==> config.mk <==
export PLATFORM = sky130hd
export DESIGN_NAME = posit_pio_sequencer
export DESIGN_NICKNAME = d
export VERILOG_FILES = /design/src/rtl/posit_pio_sequencer.sv
export SDC_FILE = /design/constraint.sdc
export NUM_CORES = 1
export LEC_CHECK = 0
export ABC_AREA = 1
export CORE_MARGIN = 5
export CORE_UTILIZATION = 47
export DETAILED_ROUTE_END_ITERATION = 12
export HOLD_SLACK_MARGIN = 0.02
export PLACE_DENSITY = 0.87
export RECOVER_POWER = 50
export SLEW_MARGIN = 25
export SYNTH_ARGS = -nofsm -noshare
export SYNTH_HDL_FRONTEND = slang
export SYNTH_SLANG_ARGS = --single-unit
==> constraint.sdc <==
create_clock -name clock -period 9.3 [get_ports clock]
set_clock_uncertainty 0.15 [all_clocks]
set_input_delay 2.325 -clock clock [delete_from_list [all_inputs] [get_ports clock]]
set_output_delay 2.325 -clock clock [all_outputs]
set_load 0.01 [all_outputs]
==> src/rtl/posit_pio_sequencer.sv <==
// posit_pio_sequencer
//   Runs one posit operation at a time between the HPS-side PIO registers and
//   the posit arithmetic datapath. A rising edge on pio_ctrl[0] captures the
//   operands and opcode. They are handed to the datapath with a valid/ready
//   handshake, and the sequencer then waits for the result under a timeout.
//   The result and a sticky status word are held for the HPS to read back.
//
// Ports
//   clock, reset   fabric clock; asynchronous active-high reset
//   pio_num1/2     operands from the HPS PIOs
//   pio_ctrl       [0]=start level, [1]=clear status, [OPW+1:2]=opcode
//   pio_result     latched result of the last completed operation
//   pio_status     [0]=busy [1]=done [2]=timeout [3]=dropped_start
//                  [CNTW+3:4]=completed-operation count
//   dp_in_*        operand handshake to the datapath (dp_num1/2, dp_op)
//   dp_out_*       result handshake from the datapath (dp_result)
//   dp_flush       one-cycle pulse that aborts the datapath after a timeout
module posit_pio_sequencer #(
  parameter int NBITS   = 32,
  parameter int OPW     = 3,
  parameter int TIMEOUT = 1024,
  parameter int CNTW    = 16
) (
  input  logic              clock,
  input  logic              reset,
  input  logic [NBITS-1:0]  pio_num1,
  input  logic [NBITS-1:0]  pio_num2,
  input  logic [OPW+1:0]    pio_ctrl,
  output logic [NBITS-1:0]  pio_result,
  output logic [CNTW+3:0]   pio_status,
  output logic              dp_in_valid,
  input  logic              dp_in_ready,
  output logic [NBITS-1:0]  dp_num1,
  output logic [NBITS-1:0]  dp_num2,
  output logic [OPW-1:0]    dp_op,
  input  logic              dp_out_valid,
  output logic              dp_out_ready,
  input  logic [NBITS-1:0]  dp_result,
  output logic              dp_flush
);

  localparam int TW = (TIMEOUT > 2) ? $clog2(TIMEOUT) : 1;
  localparam logic [TW-1:0] TIMER_LAST = TW'(TIMEOUT - 1);

  typedef enum logic [1:0] {
    ST_IDLE  = 2'd0,
    ST_ISSUE = 2'd1,
    ST_WAIT  = 2'd2
  } state_t;

  state_t            state_reg,   state_next;
  logic              start_q_reg, start_q_next;
  logic [NBITS-1:0]  num1_reg,    num1_next;
  logic [NBITS-1:0]  num2_reg,    num2_next;
  logic [OPW-1:0]    op_reg,      op_next;
  logic [NBITS-1:0]  result_reg,  result_next;
  logic [CNTW-1:0]   count_reg,   count_next;
  logic              busy_reg,    busy_next;
  logic              done_reg,    done_next;
  logic              timeout_reg, timeout_next;
  logic              dropped_reg, dropped_next;
  logic              flush_reg,   flush_next;
  logic [TW-1:0]     timer_reg,   timer_next;

  logic start_rise;
  logic clear_req;
  logic expired;

  assign start_rise = pio_ctrl[0] & ~start_q_reg;
  assign clear_req  = pio_ctrl[1];
  assign expired    = (timer_reg == TIMER_LAST);

  always_ff @(posedge clock or posedge reset) begin
    if (reset) begin
      state_reg   <= ST_IDLE;
      start_q_reg <= 1'b0;
      num1_reg    <= '0;
      num2_reg    <= '0;
      op_reg      <= '0;
      result_reg  <= '0;
      count_reg   <= '0;
      busy_reg    <= 1'b0;
      done_reg    <= 1'b0;
      timeout_reg <= 1'b0;
      dropped_reg <= 1'b0;
      flush_reg   <= 1'b0;
      timer_reg   <= '0;
    end else begin
      state_reg   <= state_next;
      start_q_reg <= start_q_next;
      num1_reg    <= num1_next;
      num2_reg    <= num2_next;
      op_reg      <= op_next;
      result_reg  <= result_next;
      count_reg   <= count_next;
      busy_reg    <= busy_next;
      done_reg    <= done_next;
      timeout_reg <= timeout_next;
      dropped_reg <= dropped_next;
      flush_reg   <= flush_next;
      timer_reg   <= timer_next;
    end
  end

  always_comb begin
    state_next   = state_reg;
    start_q_next = pio_ctrl[0];
    num1_next    = num1_reg;
    num2_next    = num2_reg;
    op_next      = op_reg;
    result_next  = result_reg;
    count_next   = count_reg;
    busy_next    = busy_reg;
    done_next    = done_reg;
    timeout_next = timeout_reg;
    dropped_next = dropped_reg;
    flush_next   = 1'b0;
    timer_next   = timer_reg;

    // Clear is applied first so that any event in the same cycle
    // (completion, timeout, dropped start) overrides it.
    if (clear_req) begin
      done_next    = 1'b0;
      timeout_next = 1'b0;
      dropped_next = 1'b0;
      count_next   = '0;
    end

    case (state_reg)
      ST_IDLE: begin
        if (start_rise) begin
          num1_next    = pio_num1;
          num2_next    = pio_num2;
          op_next      = pio_ctrl[OPW+1:2];
          done_next    = 1'b0;
          timeout_next = 1'b0;
          busy_next    = 1'b1;
          timer_next   = '0;
          state_next   = ST_ISSUE;
        end
      end

      ST_ISSUE: begin
        if (start_rise) dropped_next = 1'b1;
        timer_next = timer_reg + TW'(1);
        // An accepted transfer beats an expiring timer in the same cycle.
        if (dp_in_ready) begin
          timer_next = '0;
          state_next = ST_WAIT;
        end else if (expired) begin
          timeout_next = 1'b1;
          busy_next    = 1'b0;
          flush_next   = 1'b1;
          timer_next   = '0;
          state_next   = ST_IDLE;
        end
      end

      ST_WAIT: begin
        if (start_rise) dropped_next = 1'b1;
        timer_next = timer_reg + TW'(1);
        if (dp_out_valid) begin
          result_next = dp_result;
          // Counts from zero if a clear lands on the completion cycle.
          count_next  = (clear_req ? '0 : count_reg) + CNTW'(1);
          done_next   = 1'b1;
          busy_next   = 1'b0;
          timer_next  = '0;
          state_next  = ST_IDLE;
        end else if (expired) begin
          timeout_next = 1'b1;
          busy_next    = 1'b0;
          flush_next   = 1'b1;
          timer_next   = '0;
          state_next   = ST_IDLE;
        end
      end

      default: begin
        state_next = ST_IDLE;
      end
    endcase
  end

  // Valid and ready come straight from the state, so they can never be
  // high together and both are low in IDLE.
  assign dp_in_valid  = (state_reg == ST_ISSUE);
  assign dp_out_ready = (state_reg == ST_WAIT);
  assign dp_num1      = num1_reg;
  assign dp_num2      = num2_reg;
  assign dp_op        = op_reg;
  assign dp_flush     = flush_reg;
  assign pio_result   = result_reg;
  assign pio_status   = {count_reg, dropped_reg, timeout_reg, done_reg, busy_reg};

endmodule
Yosys cells after proc, flatten, opt, wreduce, memory -nomap -nowiden:

Index checks and enable logic that the tools add are counted.

* bits in registers: 133
* input port bits: 105
* output and inout bits: 122
* word-level logic and storage cells: 64

* add/sub/neg operators: 2
* equality and inequality tests: 5
* muxes and demuxes: 35
* bitwise logic cells: 2
* reduce and logical (&&, ||, !) cells: 7

Operators with widths (count)
* two-way mux 16 bit: 3
* two-way mux 10 bit: 4
* one-hot mux 10 bit (3 select lines): 1
* two-way mux 1 bit: 18
* adder 16 x 1 -> 16 bit (second input constant): 1
* adder 10 x 1 -> 10 bit (second input constant): 1
* == test 10 bit (second input constant): 1
* two-way mux 2 bit: 4
* one-hot mux 1 bit (3 select lines): 2
* one-hot mux 2 bit (3 select lines): 1
* AND reduction 2 bit: 3
* != test 2 bit (second input constant): 2
* one-hot mux 1 bit (2 select lines): 2
* AND reduction 3 bit: 1
* nonzero test 3 bit: 1
* == test 2 x 1 -> 1 bit (second input constant): 1
* == test 2 bit (second input constant): 1
* zero test 2 bit: 1
* OR reduction 2 bit: 1
* AND 1 bit: 1
* NOT 1 bit: 1

Logic depth before layout (Yosys ltp):

* depth after elaboration: 4
* depth in mapped cells: 13
* depth with buffers taken out: 12

Worst setup path after synthesis:

No wires, ideal clock.

* kind: input to register
* start: input pio_ctrl[1]
* end: register count_reg[14]
* setup time: 0.113 ns
* arrival: 3.513 ns
* data required time: 9.037 ns
* setup slack: 5.524 ns
* stages: 12
* path buffers: 1
* cell sequence: clkinv_2 -> buf_6 -> nand2_1 -> inv_1 -> ha_1 -> nand3_1 -> nor2_4 -> nand4_2 -> nor2_2 -> nand3_1 -> nand2_1 -> inv_1

* longest elaborated chain between the ends: 4

RTL lines
* start: declaration: line 28 `input logic [OPW+1:0] pio_ctrl,`
* two-way mux 16 bit *: line 122, 165
* adder 16 x 1 -> 16 bit: line 165 `count_next = (clear_req ? '0 : count_reg) + CNTW'(1);`
* two-way mux 16 bit: line 162 `if (dp_out_valid) begin`
* two-way mux 16 bit *: line 129 `case (state_reg)`
* named net count_next[14]: line 57 `logic [CNTW-1:0] count_reg, count_next;`
* end signal: assignment: line 95 `count_reg <= count_next;`
* end: declaration: line 57

The timed path passes the listed nets; every way through them passes the cells marked *.
A chain may end at the register's enable or synchronous reset.

Worst setup path after layout:

* start: input dp_out_valid
* end: register count_reg[7]

* longest elaborated chain between the ends: 2

RTL lines
* start: declaration: line 36 `input logic dp_out_valid,`
* two-way mux 16 bit: line 162
* two-way mux 16 bit: line 129
* named net count_next[7]: line 57

The timed path passes the listed nets, and every way through them passes these cells.

==> tab_implementation.tex <==
\begin{tabular}{lr}
\hline
Metric & Value \\
\hline
\multicolumn{2}{l}{\textbf{Run status}} \\
\quad Run status & finished, violations left \\
\quad Violated checks & capacitance limit, slew limit \\
\multicolumn{2}{l}{\textbf{Yosys}} \\
\quad Flip-flop cell with the highest count after synthesis & sky130\_fd\_sc\_hd\_\_dfrtp\_1 \\
\quad Avg Synthesized Cell Area & 11.00 um2 \\
\quad Number of enable flip-flop cells after synthesis & 0 \\
\quad Total number of yosys warnings & 0 \\
\quad Synthesized netlist net count & 618 \\
\quad Post-synth ARST share & 100.0\% \\
\quad Post-synthesis sequential element count & 133 \\
\quad Sequential element share of the synthesized area & 59.68\% \\
\quad Syn Inst Count & 507 \\
\quad Unique cell type count in the Yosys netlist & 33 \\
\quad Mapped cell area & 5577 um2 \\
\multicolumn{2}{l}{\textbf{GRT}} \\
\quad Global-route wire length before repair & 24.43 mm \\
\quad Maximum number of pins on one net before global-route repair & 70 \\
\quad Leftover overflow at the end of global routing & 0 \\
\quad Number of antenna violations at the first check in global routing & 1 \\
\quad Via count of the first global-routing pass & 4795 \\
\quad Overall global routing resource usage & 21.99\% \\
\multicolumn{2}{l}{\textbf{Die}} \\
\quad Initial core utilization & 48.42\% \\
\quad Count of pins on the block boundary & 227 \\
\quad Die area & 14140 um2 \\
\quad Die extent in y & 118.9 um \\
\quad Die X & 118.9 um \\
\quad Core Area & 11520 um2 \\
\quad Cell row count & 39 \\
\multicolumn{2}{l}{\textbf{Clock network}} \\
\quad Worst-skew pair later-pin latency & 0.41 ns \\
\quad Number of buffers created by CTS & 17 \\
\quad Clk buf depth & 2 \\
\quad CTS tree & built \\
\quad CTS resizes & 0 \\
\quad Sinks on the clock net & 133 \\
\quad Cts hold-fix bufs & 0 \\
\quad Clock Pin Slew Worst Setup and Hold Paths & 0.06 ns \\
\quad Count of H-tree levels built during CTS & 4 \\
\quad Cell chosen for the clock root & sky130\_fd\_sc\_hd\_\_clkbuf\_16 \\
\quad Post-CTS setup buffer count & 0 \\
\multicolumn{2}{l}{\textbf{Route}} \\
\quad Residual antenna-violating net count after detailed routing & 0 \\
\quad DRC violations left & 0 \\
\quad Via/cell ratio & 4.946 \\
\quad Number of search-and-repair iterations in the first detailed-routing pass & 4 \\
\quad Routed wirelength normalized by instance count & 16.95 um \\
\quad Number of DRC violations after detailed-routing iteration 0 & 208 \\
\quad Total wire length & 15.12 mm \\
\quad Vias after detailed routing & 4412 \\
\multicolumn{2}{l}{\textbf{Critical path}} \\
\quad Dominant cell type by count on the critical path & sky130\_fd\_sc\_hd\_\_nand2\_1 \\
\quad Worst setup EP type & flip-flop \\
\quad Required time reported for the critical path endpoint & 9.45 ns \\
\quad Category of the most critical setup path & input pin to flip-flop \\
\quad Largest fanout on the critical path & 36 \\
\quad Ordered list of cells on the worst path & dlygate4sd3\_1, nand2\_1, clkinvlp\_2, nand2\_1, nor2\_4, nand2\_2, xor2\_1, inv\_1 \\
\quad Worst path slowest cell & sky130\_fd\_sc\_hd\_\_clkinvlp\_2 \\
\quad Critical Path Max Stage Delay & 1.36 ns \\
\quad Critical path startpoint category & input pin \\
\quad Data arrival time of the critical path & 6.03 ns \\
\multicolumn{2}{l}{\textbf{Timing}} \\
\quad Final setup violating endpoints & 0 \\
\quad Unrepaired setup endpoints after global routing & no \\
\quad Hold violation count in the final report & 0 \\
\quad Total negative slack & 0 ns \\
\quad Final period util & 63.25\% \\
\quad Post-layout minimum cycle time & 5.883 ns \\
\quad Slew at the pin closest to its max-slew limit & 3.025 ns \\
\quad Setup slack of the critical path after layout & 3.417 ns \\
\quad Achievable Freq & 170.0 MHz \\
\quad Max-slew headroom & -102.8\% \\
\quad Fin. max-slew vios & 70 \\
\multicolumn{2}{l}{\textbf{Finish}} \\
\quad Layout overhead on the synthesized area & 53.56\% \\
\quad Post-layout instance area & 8563 um2 \\
\quad Fill cell instance count of the final layout & 780 \\
\quad Share of final-layout standard cells stronger than drive strength 1 & 15.78\% \\
\quad Most frequent standard cell in the layout excluding fill and tap cells & sky130\_fd\_sc\_hd\_\_clkdlybuf4s50\_1 \\
\quad Commonest cells after routing, fill and taps aside & sky130\_fd\_sc\_hd\_\_clkdlybuf4s50\_1 (148), sky130\_fd\_sc\_hd\_\_nand2\_1 (145), sky130\_fd\_sc\_hd\_\_dfrtp\_1 (133), sky130\_fd\_sc\_hd\_\_dlygate4sd3\_1 (78), sky130\_fd\_sc\_hd\_\_mux2\_2 (67) \\
\quad Net count of the finished layout & 846 \\
\multicolumn{2}{l}{\textbf{Power}} \\
\quad Total power per unit cell area & 313.0 nW/um2 \\
\quad Leakage power total & 0.003945 uW \\
\quad Peak supply drop & 0.0002218 V \\
\multicolumn{2}{l}{\textbf{Placement}} \\
\quad Worst slack, placed & 4.759 ns \\
\quad Final RePlAce weighted congestion & 0.8705 \\
\quad Number of buffer cells added on primary ports & 226 \\
\quad Standard cell area after detailed placement & 7929 um2 \\
\quad HPWL after detailed placement & 10.93 mm \\
\multicolumn{2}{l}{\textbf{Job}} \\
\quad Total of max-cap violations & 1 \\
\multicolumn{2}{l}{\textbf{Min path}} \\
\quad Tightest Hold Check Type & flip-flop to flip-flop \\
\hline
\end{tabular}
-- cell families (layout without fill, tap and decap cells) --
family / count (synthesis) / count (layout) / synth area share [%]
flops: 133 / 133 / 59.68
buf+inv: 58 / 299 / 4.801
mux: 67 / 67 / 13.53
fa+ha+maj: 6 / 6 / 1.346
simple gates: 213 / 213 / 16.54
xor+xnor: 16 / 16 / 2.648
compound gates: 14 / 14 / 1.458
other cells: 0 / 1 / 0
-- cell type report --
cell class	count	area, um2	area share, %
diodes	1	2.502	0.02922
inverters	40	153.9	1.797
well taps	143	178.9	2.089
clock inverters	8	142.6	1.666
clock buffers	24	511.7	5.976
multi-input cells	316	1976	23.07
repair buffers	227	2270	26.51
flip-flops and latches	133	3328	38.87
-- where the power goes --
group	internal [uW]	switching, uW
sequential	813	125
combinational	561	452
clock	490	238
total	1860	815
-- cells in the mapped netlist (4+ instances only) --
| cell | count | area, um2 |
|---|---|---|
| sky130_fd_sc_hd__nor3_1 | 4 | 20.02 |
| sky130_fd_sc_hd__mux2_2 | 67 | 754.5 |
| sky130_fd_sc_hd__nand3_1 | 19 | 95.09 |
| sky130_fd_sc_hd__buf_2 | 5 | 25.02 |
| sky130_fd_sc_hd__buf_4 | 4 | 30.03 |
| sky130_fd_sc_hd__xor2_1 | 8 | 70.07 |
| sky130_fd_sc_hd__ha_1 | 6 | 75.07 |
| sky130_fd_sc_hd__nor2_1 | 29 | 108.9 |
| sky130_fd_sc_hd__clkbuf_1 | 6 | 22.52 |
| sky130_fd_sc_hd__o21ai_0 | 7 | 35.03 |
| sky130_fd_sc_hd__nand2_2 | 5 | 31.28 |
| sky130_fd_sc_hd__nand2_1 | 142 | 533.0 |
| sky130_fd_sc_hd__dfrtp_1 | 133 | 3328 |
| sky130_fd_sc_hd__xnor2_1 | 7 | 61.31 |
| sky130_fd_sc_hd__inv_1 | 35 | 131.4 |
-- final timing paths --
path | startpoint | end | slack [ns] | depth (start not counted)
setup / recovery | dp_out_valid | count_reg[7] | 3.42 | 8
hold / removal | pio_result[28] | pio_result[28] | 0.32 | 2
setup reg to reg | state_reg[0] | count_reg[7] | 5.19 | 9
hold reg to reg | pio_result[28] | pio_result[28] | 0.32 | 2
max in group asynchronous | reset | dp_num2[4] | 4.05 | 3
min in group asynchronous | reset | dp_num1[21] | 3.09 | 2
-- routing by layer --
layer / vias up / routed length [um] / track usage (%)
met5: - / 0 / 0
met4: 0 / 420 / 9.631
met3: 27 / 1325 / 9.431
met2: 165 / 8189 / 40.11
met1: 2141 / 5183 / 21.64
li1: 2079 / - / -
-- critical path: cells and delay by family --
| kind | cells | cell delay (ns) |
|---|---|---|
| buffers and inverters | 3 | 2.04 |
| and+or+nand+nor | 4 | 1.49 |
| xor gates and xnor gates | 1 | 0.17 |
-- per-stage QoR --
| stage | util (%) | instances | power, uW | hold slack, ns |
|---|---|---|---|---|
| floorplan | - | 507 | 1404 | 0.3170 |
| global placement | 68.85 | 859 | 1982 | 0.3109 |
| detailed placement | 68.85 | 859 | 2024 | 0.3138 |
| CTS | 74.53 | 891 | 2772 | 0.3291 |
| global route | 74.36 | 892 | 2831 | 0.3355 |
| finish | 74.36 | 892 | 2680 | 0.3220 |
No activity file was read; power rests on OpenSTA's default activity.
